**src/rtl/countdown_hms_pkg.sv**
```systemverilog
// Shared types, limits and helpers for the H/M/S countdown engine.
package countdown_hms_pkg;

    typedef enum logic [1:0] {
        IDLE  = 2'd0,
        RUN   = 2'd1,
        PAUSE = 2'd2,
        DONE  = 2'd3
    } cd_state_t;

    localparam logic [6:0] MAX_HORA = 7'd23;
    localparam logic [6:0] MAX_MS   = 7'd59;

    // Saturate an operator-entered field to its legal maximum.
    function automatic logic [6:0] clamp(input logic [6:0] value, input logic [6:0] limit);
        return (value > limit) ? limit : value;
    endfunction

endpackage

```
**src/rtl/hms_tick_gen.sv**
```systemverilog
// One-second prescaler: counts 0..TICKS_PER_SEC-1 while enabled and not held.
module hms_tick_gen #(
    parameter int TICKS_PER_SEC = 100_000_000
) (
    input  logic clock,
    input  logic reset,
    input  logic enable,
    input  logic hold,
    input  logic clear,
    output logic terminal
);

    localparam int            CW   = (TICKS_PER_SEC > 1) ? $clog2(TICKS_PER_SEC) : 1;
    localparam logic [CW-1:0] LAST = CW'(TICKS_PER_SEC - 1);

    logic [CW-1:0] count_reg;

    // A held prescaler never reports terminal, so a pause on the wrap edge suppresses the tick.
    assign terminal = enable && !hold && (count_reg == LAST);

    always_ff @(posedge clock or posedge reset) begin
        if (reset) begin
            count_reg <= '0;
        end else if (clear) begin
            count_reg <= '0;
        end else if (enable && !hold) begin
            count_reg <= (count_reg == LAST) ? '0 : count_reg + 1'b1;
        end
    end

endmodule

```
**src/rtl/countdown_hms.sv**
```systemverilog
// Countdown engine: load/run/pause/done control and the H:M:S borrow chain.
module countdown_hms
    import countdown_hms_pkg::*;
#(
    parameter int TICKS_PER_SEC = 100_000_000
) (
    input  logic       clock,
    input  logic       reset,
    input  logic       load,
    input  logic [6:0] hora_in,
    input  logic [6:0] min_in,
    input  logic [6:0] sec_in,
    input  logic       start,
    output logic [6:0] hora_left,
    output logic [6:0] min_left,
    output logic [6:0] sec_left,
    output logic       running,
    output logic       done,
    output logic       done_pulse,
    output logic       sec_tick
);

    cd_state_t  state_reg, state_next;
    logic [6:0] hora_reg, hora_next;
    logic [6:0] min_reg, min_next;
    logic [6:0] sec_reg, sec_next;
    logic       running_reg, running_next;
    logic       done_reg, done_next;
    logic       pulse_reg, pulse_next;
    logic       tick_reg, tick_next;

    logic       terminal;
    logic       pre_clear;
    logic [6:0] hora_load, min_load, sec_load;
    logic [6:0] dec_hora, dec_min, dec_sec;
    logic       time_zero, dec_zero;

    assign pre_clear = (state_reg == IDLE) || (state_reg == DONE) ||
                       ((state_reg == PAUSE) && load);

    hms_tick_gen #(
        .TICKS_PER_SEC(TICKS_PER_SEC)
    ) u_tick_gen (
        .clock    (clock),
        .reset    (reset),
        .enable   (state_reg == RUN),
        .hold     (start),
        .clear    (pre_clear),
        .terminal (terminal)
    );

    assign hora_load = clamp(hora_in, MAX_HORA);
    assign min_load  = clamp(min_in, MAX_MS);
    assign sec_load  = clamp(sec_in, MAX_MS);

    assign time_zero = (hora_reg == 7'd0) && (min_reg == 7'd0) && (sec_reg == 7'd0);

    // Borrow chain; the all-zero case holds at zero rather than wrapping.
    always_comb begin
        dec_hora = hora_reg;
        dec_min  = min_reg;
        dec_sec  = sec_reg;
        if (sec_reg != 7'd0) begin
            dec_sec = sec_reg - 7'd1;
        end else if (min_reg != 7'd0) begin
            dec_min = min_reg - 7'd1;
            dec_sec = MAX_MS;
        end else if (hora_reg != 7'd0) begin
            dec_hora = hora_reg - 7'd1;
            dec_min  = MAX_MS;
            dec_sec  = MAX_MS;
        end
    end

    assign dec_zero = (dec_hora == 7'd0) && (dec_min == 7'd0) && (dec_sec == 7'd0);

    always_comb begin
        state_next = state_reg;
        hora_next  = hora_reg;
        min_next   = min_reg;
        sec_next   = sec_reg;
        pulse_next = 1'b0;
        tick_next  = 1'b0;
        case (state_reg)
            IDLE: begin
                if (load) begin
                    hora_next = hora_load;
                    min_next  = min_load;
                    sec_next  = sec_load;
                end else if (start && !time_zero) begin
                    state_next = RUN;
                end
            end
            RUN: begin
                if (start) begin
                    state_next = PAUSE;
                end else if (terminal) begin
                    tick_next = 1'b1;
                    hora_next = dec_hora;
                    min_next  = dec_min;
                    sec_next  = dec_sec;
                    if (dec_zero) begin
                        state_next = DONE;
                        pulse_next = 1'b1;
                    end
                end
            end
            PAUSE: begin
                if (load) begin
                    hora_next  = hora_load;
                    min_next   = min_load;
                    sec_next   = sec_load;
                    state_next = IDLE;
                end else if (start) begin
                    state_next = RUN;
                end
            end
            DONE: begin
                if (load) begin
                    hora_next  = hora_load;
                    min_next   = min_load;
                    sec_next   = sec_load;
                    state_next = IDLE;
                end else if (start) begin
                    state_next = IDLE;
                end
            end
            default: begin
                state_next = IDLE;
            end
        endcase
        running_next = (state_next == RUN);
        done_next    = (state_next == DONE);
    end

    always_ff @(posedge clock or posedge reset) begin
        if (reset) begin
            state_reg   <= IDLE;
            hora_reg    <= 7'd0;
            min_reg     <= 7'd0;
            sec_reg     <= 7'd0;
            running_reg <= 1'b0;
            done_reg    <= 1'b0;
            pulse_reg   <= 1'b0;
            tick_reg    <= 1'b0;
        end else begin
            state_reg   <= state_next;
            hora_reg    <= hora_next;
            min_reg     <= min_next;
            sec_reg     <= sec_next;
            running_reg <= running_next;
            done_reg    <= done_next;
            pulse_reg   <= pulse_next;
            tick_reg    <= tick_next;
        end
    end

    assign hora_left  = hora_reg;
    assign min_left   = min_reg;
    assign sec_left   = sec_reg;
    assign running    = running_reg;
    assign done       = done_reg;
    assign done_pulse = pulse_reg;
    assign sec_tick   = tick_reg;

endmodule

```
**config.mk**
```make
export PLATFORM = sky130hd
export DESIGN_NAME = countdown_hms
export DESIGN_NICKNAME = d
export VERILOG_FILES = /design/src/rtl/countdown_hms_pkg.sv /design/src/rtl/hms_tick_gen.sv /design/src/rtl/countdown_hms.sv
export SDC_FILE = /design/constraint.sdc
export NUM_CORES = 1
export LEC_CHECK = 0
export CORE_MARGIN = 2
export CORE_UTILIZATION = 40
export CTS_CLUSTER_DIAMETER = 80
export CTS_CLUSTER_SIZE = 12
export DETAILED_ROUTE_END_ITERATION = 10
export PLACE_DENSITY = 0.63
export SYNTH_ARGS = -nofsm -noshare
export SYNTH_HDL_FRONTEND = slang
export SYNTH_SLANG_ARGS = --single-unit
```
**constraint.sdc**
```tcl
create_clock -name clock -period 5.96 [get_ports clock]
set_input_delay 1.192 -clock clock [delete_from_list [all_inputs] [get_ports clock]]
set_output_delay 1.192 -clock clock [all_outputs]
set_load 0.03 [all_outputs]
```
# Word-level counts from Yosys, hierarchy flattened
# Index checks and enable logic that the tools add are counted.
[op_classes] add_sub_neg=4 n_lt_le_gt_ge=3 eq_ne=9 mux=44 n_reduce_logical=25
[op_table] operator="2-to-1 mux 7 bit" n=21
[op_table] operator="2-to-1 mux 27 bit" n=3
[op_table] operator="zero test 7 bit" n=6
[op_table] operator="one-hot mux 7 bit (2 select lines)" n=3
[op_table] operator="adder 27 x 1 -> 27 bit (second input constant)" n=1
[op_table] operator="equality test 27 bit (second input constant)" n=1
[op_table] operator="nonzero test 7 bit" n=3
[op_table] operator="subtractor 7 x 1 -> 7 bit (second input constant)" n=3
[op_table] operator="2-to-1 mux 2 bit" n=9
[op_table] operator="> comparator 7 x 6 -> 1 bit (second input constant)" n=2
[op_table] operator="logical AND 1 bit" n=8
[op_table] operator="one-hot mux 2 bit (4 select lines)" n=1
[op_table] operator="> comparator 7 x 5 -> 1 bit (second input constant)" n=1
[op_table] operator="2-to-1 mux 1 bit" n=7
[op_table] operator="equality test 2 bit (second input constant)" n=3
[op_table] operator="equality test 2 x 1 -> 1 bit (second input constant)" n=2
[op_table] operator="inequality test 2 bit (second input constant)" n=2
[op_table] operator="AND reduction 3 bit" n=1
[op_table] operator="OR reduction 3 bit" n=1
[op_table] operator="zero test 1 bit" n=2
[op_table] operator="zero test 2 bit" n=1
[op_table] operator="logical OR 1 bit" n=2
[op_table] operator="inequality test 2 x 1 -> 1 bit (second input constant)" n=1
[op_table] operator="nonzero test 2 bit" n=1
[word_totals] ff_bits=54 inputBits=25 out_inout_bits=25 elab_cells=94

# Logic depth before layout (Yosys ltp)
# Gate-level depths: netlist of run 1.
[depth] depth_word=12 depth_mapped=11 ltp_nobuf=9

# Hierarchy
# A second synthesis of run 1 with hierarchy kept.
[unflattened] cells_unflattened=469 area_unflattened_um2=3915.0
[by_module_without_submodules] mod="countdown_hms" n_inst=1 cells_each=270 area_per_inst_um2=2200.9 seq_area_each_um2=675.6
[by_module_without_submodules] mod="hms_tick_gen" n_inst=1 cells_each=199 area_per_inst_um2=1714.1 seq_area_each_um2=675.6

# Worst setup path after synthesis of run 1
# OpenSTA, ideal clock, no wires.
[synth_timing] path_kind="reg-to-reg" startpoint="reg min_reg[0] (netlist: min_left[0])" endpoint="reg running_reg (netlist: running)" setup_ns=0.122 t_arrival_ns=2.922 required_time_ns=5.838 slack_ns=2.916 path_stages_with_launch=10 path_buffers=0 period_less_slack_ns=3.044 path_cell_list="dfrtp_1 > inv_1 > ha_1 > nor3b_2 > nand4_1 > nor4_1 > mux2_2 > nand4b_1 > or4_4 > a32o_1"
[synth_between] elab_chain_cells=11 elab_cells_between_ends=26 classes_between="add/sub (1); eq/ne (1); mux (13); reduce/logical (11)"
[synth_rtl] element="from (decl)" line_no="countdown_hms.sv:25" text="logic [6:0] min_reg, min_next;"
[synth_rtl] element="from (signal assigned)" line_no="countdown_hms.sv:149" text="min_reg <= min_next;"
[synth_rtl] element="subtractor 7 x 1 -> 7 bit (tied with other cells)" line_no="countdown_hms.sv:66" text="dec_min = min_reg - 7'd1;"
[synth_rtl] element="2-to-1 mux 7 bit" line_no="countdown_hms.sv:65" text="end else if (min_reg != 7'd0) begin"
[synth_rtl] element="2-to-1 mux 7 bit" line_no="countdown_hms.sv:63" text="if (sec_reg != 7'd0) begin"
[synth_rtl] element="zero test 7 bit" line_no="countdown_hms.sv:75" text="assign dec_zero = (dec_hora == 7'd0) && (dec_min == 7'd0) && (dec_sec == 7'd0);"
[synth_rtl] element="logical AND 1 bit (2 in series)" line_no="countdown_hms.sv:75"
[synth_rtl] element="2-to-1 mux 2 bit" line_no="countdown_hms.sv:102" text="if (dec_zero) begin"
[synth_rtl] element="2-to-1 mux 2 bit" line_no="countdown_hms.sv:97" text="end else if (terminal) begin"
[synth_rtl] element="2-to-1 mux 2 bit" line_no="countdown_hms.sv:95" text="if (start) begin"
[synth_rtl] element="one-hot mux 2 bit (4 select lines) (*)" line_no="countdown_hms.sv:84" text="case (state_reg)"
[synth_rtl] element="equality test 2 x 1 -> 1 bit (*)" line_no="countdown_hms.sv:132" text="running_next = (state_next == RUN);"
[synth_rtl] element="net running_next" line_no="countdown_hms.sv:27" text="logic running_reg, running_next;"
[synth_rtl] element="to (signal assigned)" line_no="countdown_hms.sv:151" text="running_reg <= running_next;"
[synth_rtl] element="to (decl)" line_no="countdown_hms.sv:27"
# Mark *: on every way through the listed nets, which the timed path passes. The rest lies on a longest branch.
# A chain may end at the register's enable or synchronous reset.

# Worst setup path after layout of run 1
[layout_timing] startpoint="reg sec_reg[0] (netlist: sec_left[0])" endpoint="reg running_reg (netlist: running)"
[layout_between] elab_chain_cells=10 elab_cells_between_ends=23 classes_between="add/sub (1); eq/ne (1); mux (11); reduce/logical (10)"
[layout_rtl] element="from (decl)" line_no="countdown_hms.sv:26" text="logic [6:0] sec_reg, sec_next;"
[layout_rtl] element="from (signal assigned)" line_no="countdown_hms.sv:150" text="sec_reg <= sec_next;"
[layout_rtl] element="branches (longest 8 deep; another with subtractor 7 x 1 -> 7 bit)"
[layout_rtl] element="one-hot mux 2 bit (4 select lines) (*)" line_no="countdown_hms.sv:84"
[layout_rtl] element="equality test 2 x 1 -> 1 bit (*)" line_no="countdown_hms.sv:132"
[layout_rtl] element="net running_next" line_no="countdown_hms.sv:27"
# Mark *: on every way through the listed nets, which the timed path passes.

==> results of run 1 <==
## where the power goes
part	leakage [uW]	internal, uW	total, uW	switching, uW
clock	0.0000478	96.2	231	135
combinational	0.000960	302	785	482
sequential	0.000700	432	566	135
total	0.00171	831	1580	752
## layer usage
metal | share of wire (%) | track usage [%] | vias up
met3 | 5.3 | 3.006 | 12
met2 | 44 | 29.29 | 97
met4 | 1.2 | 4.808 | 0
li1 | - | - | 1590
met1 | 49 | 29.24 | 1511
met5 | 0 | 0 | -
## logic make-up after synthesis
logic type | after synthesis
AOI/OAI and AO/OA | 102
xor gates and xnor gates | 22
adders and majority gates | 10
buffers and inverters | 32
DFF | 54
muxes | 1
and+or+nand+nor | 188
## synth_stat cells (7+ instances only)
library cell  number  area share [%]
inv_1             19             2.0
xor2_1            16             4.0
a21oi_1           16             2.3
o21ai_0           32             4.5
nand4_1           15             2.7
dfrtp_1           54              38
or3_1              7             1.2
nand3_1           21             3.0
ha_1              10             3.5
nand2_1           39             4.1
nor2b_1            7             1.2
nor2_1            48             5.1
nor3_1            12             1.7
clkbuf_1           7            0.74
## area by class of cell
type,count,area share (%)
inverters,19,1.703
clock buffers,6,1.972
clock inverters,2,0.3884
repair buffers,50,11.89
multi-input cells,323,48.55
well taps,108,3.227
flip-flops and latches,54,32.27
## worst max-delay path, stage by stage, from the launching register on
cell and delay [ns]:
dfrtp_1 0.51, inv_1 0.16, ha_1 0.23, nor3b_2 0.38, nand4_1 0.31, nor4_1 0.28, mux2_2 0.38, nand4b_1 0.21
or4_4 0.60, a32o_1 0.27
## stage by stage
step           hold slack (ns)  instances  util (%)
6_report                0.5337        562     48.49
5_1_grt                 0.5684        562     48.49
4_1_cts                 0.5328        562     48.49
3_5_place_dp            0.5179        554     47.35
3_3_place_gp            0.5197        554     47.35
2_1_floorplan           0.4828        409         -
## path summary, 6_finish.rpt
| check | to | cells past startpoint |
|---|---|---|
| hold / removal | u_tick_gen.count_reg[22] | 1 |
| max in group asynchronous | sec_tick | 3 |
| setup reg to reg | running | 9 |
| min in group asynchronous | min_left[1] | 3 |
| hold reg to reg | u_tick_gen.count_reg[22] | 1 |
| setup / recovery | running | 9 |
==> qor.csv, run 1 <==
metric,value,unit
number of antenna violations at the first check in global routing,0,
final slew viol count,0,
CTS Buf Count,5,
worst clock skew,0.008920,ns
final hold viol count,0,
Final setup violation count,0,
pwr dens,377.9,nW/um2
outcome,"complete, no violations",
total gr overflow,0,
worst skew pair latency,0.32,ns
"Primary FF master, synth",dfrtp_1,
core area,8636,um2
CTS clock-pin slew for the worst setup and hold paths,0.11,ns
number of global-route vias before repair,3112,
root buffer cell,clkbuf_8,
Synth Area in Compound Gates,19.53,%
Peak VDD IR,0.1803,mV
endpoint class of the critical path,register,
largest family of logic cells by synthesized area,simple AND/OR/NAND/NOR gates,
Synth Register Bits,54,
TritonRoute pass-1 iters,4,
CTS Hold Buffers Added,0,
Crit Path Class,reg -> reg,
antenna cells,0,
post-placement setup slack,2.421,ns
RD Place Congestion,0.8938,
"Req. time, crit path",6.17,ns
vias per cell,5.712,
largest net degree at the start of global routing,55,
I/O pin cnt,50,
fin area,4188,um2
WL/cell,16.18,um
Die ar.,9595,um2
WL final,9.093,mm
FF-to-FF Start,sec_left[0],
gr usage total,19.41,%
Slew HR,42.64,%
DP Area,4089,um2
drt drc,0,
storage element area,1351,um2
syn avg cell area,8.633,um2
port bufs,49,
HP Class,reg -> reg,
Synth Area in Simple Gates,28.74,%
"Seq/Total Area, Yosys",38.27,%
"Cell Area, Synth",3531,um2
CP Launch Type,register,
R2R Setup Slk,2.51,ns
Fin Setup TNS,0,ns
CTS tree,built,
number of synthesized flops with an enable pin,0,
fraction of layout instances using a drive strength above 1,6.388,%
Synth Area in XOR/XNOR,5.457,%
clk sink count,54,
Setup WS post-layout,2.515,ns
mux share of post-synthesis cell area,0.3189,%
Synth Instances,409,
fin crit period,3.445,ns
Tot Pwr,1582,uW
hold_sp,u_tick_gen.count_reg[22],
DRT iter0 DRCs,206,
Initial Util,40.89,%
post-CTS sizing,0,
crit path max fanout,9,
critical path startpoint,sec_left[0],
"commonest non-fill, non-tap cell in the layout",dfrtp_1,
first-pass GRT wire length,15.47,mm
Synth Area in Adders,3.544,%
Peak Freq,290.3,MHz
multi-input combinational cell area,2033,um2
die width,97.96,um
Tcrit/Tclk final,57.81,%
Worst Path Arrival,3.65,ns
detailed placement HPWL,6.633,mm
FILL cells,855,
final antenna-violating net count,0,
layout net count,488,
most frequent cells in the layout,"54 x dfrtp_1, 49 x clkdlybuf4s50_1, 48 x nor2_1",
synth unique cells,69,
ys async rst share,100.0,%
vias,3210,
CTS HTree Levels,2,
Die Height,97.96,um
Leak,0.001708,uW
max reg flops,27,
Slew @ Worst Pin,0.8604,ns
max-cap viol count,0,
Area growth syn-to-layout,18.60,%
Post-CTS Setup Bufs,0,
# rows,34,
YS warnings,0,
Syn Nets,444,
RSZ-0062 raised after global routing,false,
CTS Buffer Depth,2,
Note: power is estimated with default switching activity, not from simulation.
==> run 2, diff against run 1 <==
PLACE_DENSITY = 0.65   (was 0.63)
clock period = 3 ns   (was 5.96 ns; I/O delays follow)
==> qor.csv, run 2 (synthesis results as in run 1) <==
metric,value,unit
first-pass GRT wire length,16.30,mm
storage element area,1354,um2
worst skew pair latency,0.32,ns
I/O pin cnt,50,
Tcrit/Tclk final,96.36,%
CTS tree,built,
FF-to-FF Start,min_left[0],
CTS clock-pin slew for the worst setup and hold paths,0.11,ns
port bufs,49,
DP Area,4328,um2
Leak,0.001879,uW
number of global-route vias before repair,3309,
total gr overflow,0,
FF-to-FF End,running,
Worst Path Arrival,3.11,ns
fin crit period,2.891,ns
largest net degree at the start of global routing,30,
power share of the clock group,13.2,%
pwr dens,758.7,nW/um2
CTS Buf Count,5,
multi-input combinational cell area,2110,um2
RD Place Congestion,0.9152,
TritonRoute pass-1 iters,4,
crit path max fanout,6,
"Req. time, crit path",3.21,ns
HP Class,reg -> reg,
FILL cells,812,
DRT iter0 DRCs,182,
"commonest non-fill, non-tap cell in the layout",dfrtp_1,
CP peak stage delay,0.54,ns
CTS Hold Buffers Added,0,
die width,97.96,um
CP Launch Type,register,
worst clock skew,0.02010,ns
R2R Setup Slk,0.11,ns
cells along the critical path,inv_2 > ha_4 > nor3b_4 > nand4_1 > nor4_2 > mux2_4 > nand4b_1 > or4_4 > a32o_1,
root buffer cell,clkbuf_8,
Flop pwr share,30.4,%
Slew @ Worst Pin,0.7012,ns
# rows,34,
P_sw,1585,uW
final antenna-violating net count,0,
endpoint class of the critical path,register,
Die ar.,9595,um2
clk sink count,54,
vias per cell,5.694,
hold endpoint,u_tick_gen.count_reg[22],
core area,8636,um2
switch share,46.20,%
CTS Buffer Depth,2,
hold_sp,u_tick_gen.count_reg[22],
WL final,9.792,mm
final slew viol count,0,
max reg flops,27,
internal power,1845,uW
fin area,4521,um2
antenna cells,0,
Initial Util,40.89,%
Final setup violation count,0,
Comb pwr share,56.4,%
Fin Setup TNS,0,ns
post-placement setup slack,0.01167,ns
Slew HR,53.25,%
WL/cell,16.48,um
Setup WS post-layout,0.1091,ns
drt drc,0,
number of antenna violations at the first check in global routing,0,
fraction of layout instances using a drive strength above 1,14.61,%
hold depth,1,
Peak Freq,345.9,MHz
Reg2Reg Depth,9,
"Slowest-stage cell, CP",or4_4,
layout net count,520,
most frequent cells in the layout,"52 x dfrtp_1, 49 x clkdlybuf4s50_1, 48 x nor2_1",
vias,3382,
detailed placement HPWL,7.423,mm
final hold viol count,0,
max-cap viol count,0,
Crit Path Class,reg -> reg,
Area growth syn-to-layout,28.03,%
Die Height,97.96,um
outcome,"complete, no violations",
gr usage total,20.91,%
CTS HTree Levels,2,
Peak VDD IR,0.2854,mV
[run 2: critical path: cells and delay by family, from the launching register on]
| kind | cells | cell delay (ns) |
|---|---|---|
| AO/OA/AOI/OAI | 1 | 0.27 |
| adder cells (fa/ha/maj) | 1 | 0.16 |
| buffers and inverters | 1 | 0.08 |
| flip-flops | 1 | 0.42 |
| multiplexers | 1 | 0.35 |
| AND/OR/NAND/NOR | 5 | 1.49 |
[run 2: timing repair]
item                                   in CTS  in global routing
setup buffers                               0                  3
setup endpoints to repair                   0                  4
endpoints found under the hold margin       0                  0
gates resized for setup                     0                 16
[run 2: worst max-delay path by stage]
stage               cells past startpoint      end         from  slack, ns
finish                                  9  running  min_left[0]       0.11
global route                            9  running  sec_left[0]      -0.02
CTS                                    10  running  min_left[1]      0.008
detailed placement                     10  running  min_left[1]       0.01
global placement                       10  running  min_left[1]       0.04
floorplan                               9  running  sec_left[1]      0.003
[run 2: power groups by stage]
stage | sequential (uW) | combinational, uW | clock [uW]
CTS | 1030 | 1850 | 465
global placement | 1040 | 1830 | 0
finish | 1040 | 1930 | 454
detailed placement | 1040 | 1850 | 0
global route | 1070 | 2090 | 500
floorplan | 1270 | 914 | 0
[run 2: per-stage QoR]
step	cells	hold slack [ns]	util, %	total power (uW)
finish	594	0.5381	52.35	3430
global route	594	0.5779	52.35	3666
CTS	591	0.5390	51.28	3348
detailed placement	583	0.5204	50.12	2892
global placement	583	0.5118	50.12	2870
floorplan	409	0.4828	-	2183
[run 2: final cells by class]
| type | count | area share, % |
|---|---|---|
| well taps | 108 | 2.989 |
| inverters | 19 | 1.578 |
| repair buffers | 82 | 16.61 |
| clock inverters | 2 | 0.3875 |
| clock buffers | 6 | 1.827 |
| flip-flops and latches | 54 | 29.95 |
| multi-input cells | 323 | 46.66 |
[run 2: metal layers]
metal	up-vias	share of wire (%)	track usage, %
li1	1654	-	-
met4	0	1.3	6.624
met3	13	3.8	2.577
met2	79	49	35.51
met1	1636	46	27.89
met5	-	0	0
==> run 3, diff against run 2 <==
CORE_UTILIZATION = 50   (was 40)
PLACE_DENSITY = 0.78   (was 0.65)
==> qor.csv, run 3 (synthesis results as in run 1) <==
metric,value,unit
number of antenna violations at the first check in global routing,0,
RD Place Congestion,0.9690,
antenna cells,0,
final antenna-violating net count,0,
fin crit period,2.889,ns
Die Height,88.04,um
WL final,9.778,mm
CP Launch Type,register,
gr usage total,25.73,%
storage element area,1354,um2
total gr overflow,0,
Die ar.,7750,um2
TritonRoute pass-1 iters,5,
largest net degree at the start of global routing,46,
first-pass GRT wire length,15.80,mm
dpl cells,566,
met3 Use GR,3.770,%
multi-input combinational cell area,2103,um2
# rows,30,
outcome,"complete, no violations",
global-route layer with the greatest usage,met2,
port bufs,49,
I/O pin cnt,50,
"Req. time, crit path",3.21,ns
crit path max fanout,8,
worst clock skew,0.01346,ns
CTS HTree Levels,2,
layout net count,516,
max-cap viol count,0,
CTS Hold Buffers Added,0,
non-filler cells in the finished layout,577,
Leak,0.001851,uW
die width,88.04,um
endpoint class of the critical path,register,
max reg flops,27,
DRT iter0 DRCs,295,
final slew viol count,0,
GR Util met1,36.33,%
most frequent cells in the layout,"52 x dfrtp_1, 49 x clkdlybuf4s50_1, 48 x nor2_1",
cells along the critical path,or4_4 > nor2b_2 > a21oi_1 > a22o_1 > a211o_1 > or4_4 > a32o_1,
clk sink count,54,
GR Util met2,40.77,%
WL/cell,16.95,um
Peak VDD IR,0.3362,mV
FILL cells,605,
Initial Util,51.68,%
fraction of layout instances using a drive strength above 1,13.31,%
worst skew pair latency,0.32,ns
CTS Buffer Depth,2,
pwr dens,762.6,nW/um2
HP Class,in -> async,
"commonest non-fill, non-tap cell in the layout",dfrtp_1,
number of global-route vias before repair,3295,
Reg2Reg Depth,7,
Slew @ Worst Pin,0.7183,ns
Setup WS post-layout,0.1108,ns
core area,6832,um2
detailed placement HPWL,7.099,mm
CTS clock-pin slew for the worst setup and hold paths,0.10,ns
FF-to-FF End,running,
FF-to-FF Start,hora_left[4],
Crit Path Class,reg -> reg,
CTS tree,built,
R2R Setup Slk,0.11,ns
final core occ,65.16,%
Final setup violation count,0,
Area growth syn-to-layout,26.08,%
crit-path most repeated cell,or4_4,
Peak Freq,346.1,MHz
vias,3507,
Worst Path Arrival,3.10,ns
CP peak stage delay,0.58,ns
"Slowest-stage cell, CP",or4_4,
CTS Buf Count,5,
Slew HR,52.12,%
final hold viol count,0,
drt drc,0,
root buffer cell,clkbuf_8,
Tcrit/Tclk final,96.31,%
vias per cell,6.078,
post-placement setup slack,0.05120,ns
-- run 3: cell count changes in the layout (fill, tap and decap cells not counted), moves of 2 or more --
cell      delta
buf_4        -4
inv_2        -2
clkinv_4     -2
inv_1        +2
-- run 3: worst max path at each step --
stage / end / slack, ns / cells after the start / start
finish: running / 0.11 / 7 / hora_left[4]
global route: running / -0.009 / 9 / min_left[1]
CTS: running / 0.04 / 9 / sec_left[0]
detailed placement: running / 0.05 / 9 / sec_left[0]
global placement: running / 0.13 / 7 / hora_left[4]
floorplan: running / 0.003 / 9 / sec_left[1]
-- run 3: timing repair --
action | CTS | global route
setup endpoints to repair | 0 | 5
setup buffers | 0 | 4
resized for setup | 0 | 13
-- run 3: through the flow --
stage / hold WS (ns) / instance area [um2] / power [uW] / setup TNS (ns)
after floorplan: 0.4828 / 3540 / 2183 / 0
after global placement: 0.5157 / 4275 / 2824 / 0
after detailed placement: 0.5193 / 4275 / 2876 / 0
after CTS: 0.5351 / 4358 / 3288 / 0
after global routing: 0.5422 / 4452 / 3604 / -0.008818
final: 0.5249 / 4452 / 3395 / 0
-- run 3: power breakdown --
part	internal [uW]	leakage, uW	switching [uW]
clock	162	0.0000444	251
combinational	787	0.00111	1160
sequential	861	0.000698	177
-- run 3: metal layers --
layer | vias up | part of all wire [%] | wire [um]
li1 | 1640 | - | -
met1 | 1677 | 44 | 4282
met2 | 166 | 47 | 4584
met3 | 24 | 7.1 | 694
met4 | 0 | 2.2 | 216
met5 | - | 0 | 0
-- run 3: cell type report --
cell class              instances  share of cell area (%)
multi-input cells             323                   47.25
well taps                      96                   2.698
repair buffers                 78                   16.19
clock inverters                 2                  0.3092
inverters                      19                   1.602
clock buffers                   5                   1.546
flip-flops and latches         54                   30.41
-- run 3: worst max-delay path: cells and delay by family (launching register included) --
family           cells  cell delay [ns]
flip-flops           1             0.46
AO/OA/AOI/OAI        4             0.93
AND/OR/NAND/NOR      3             1.40
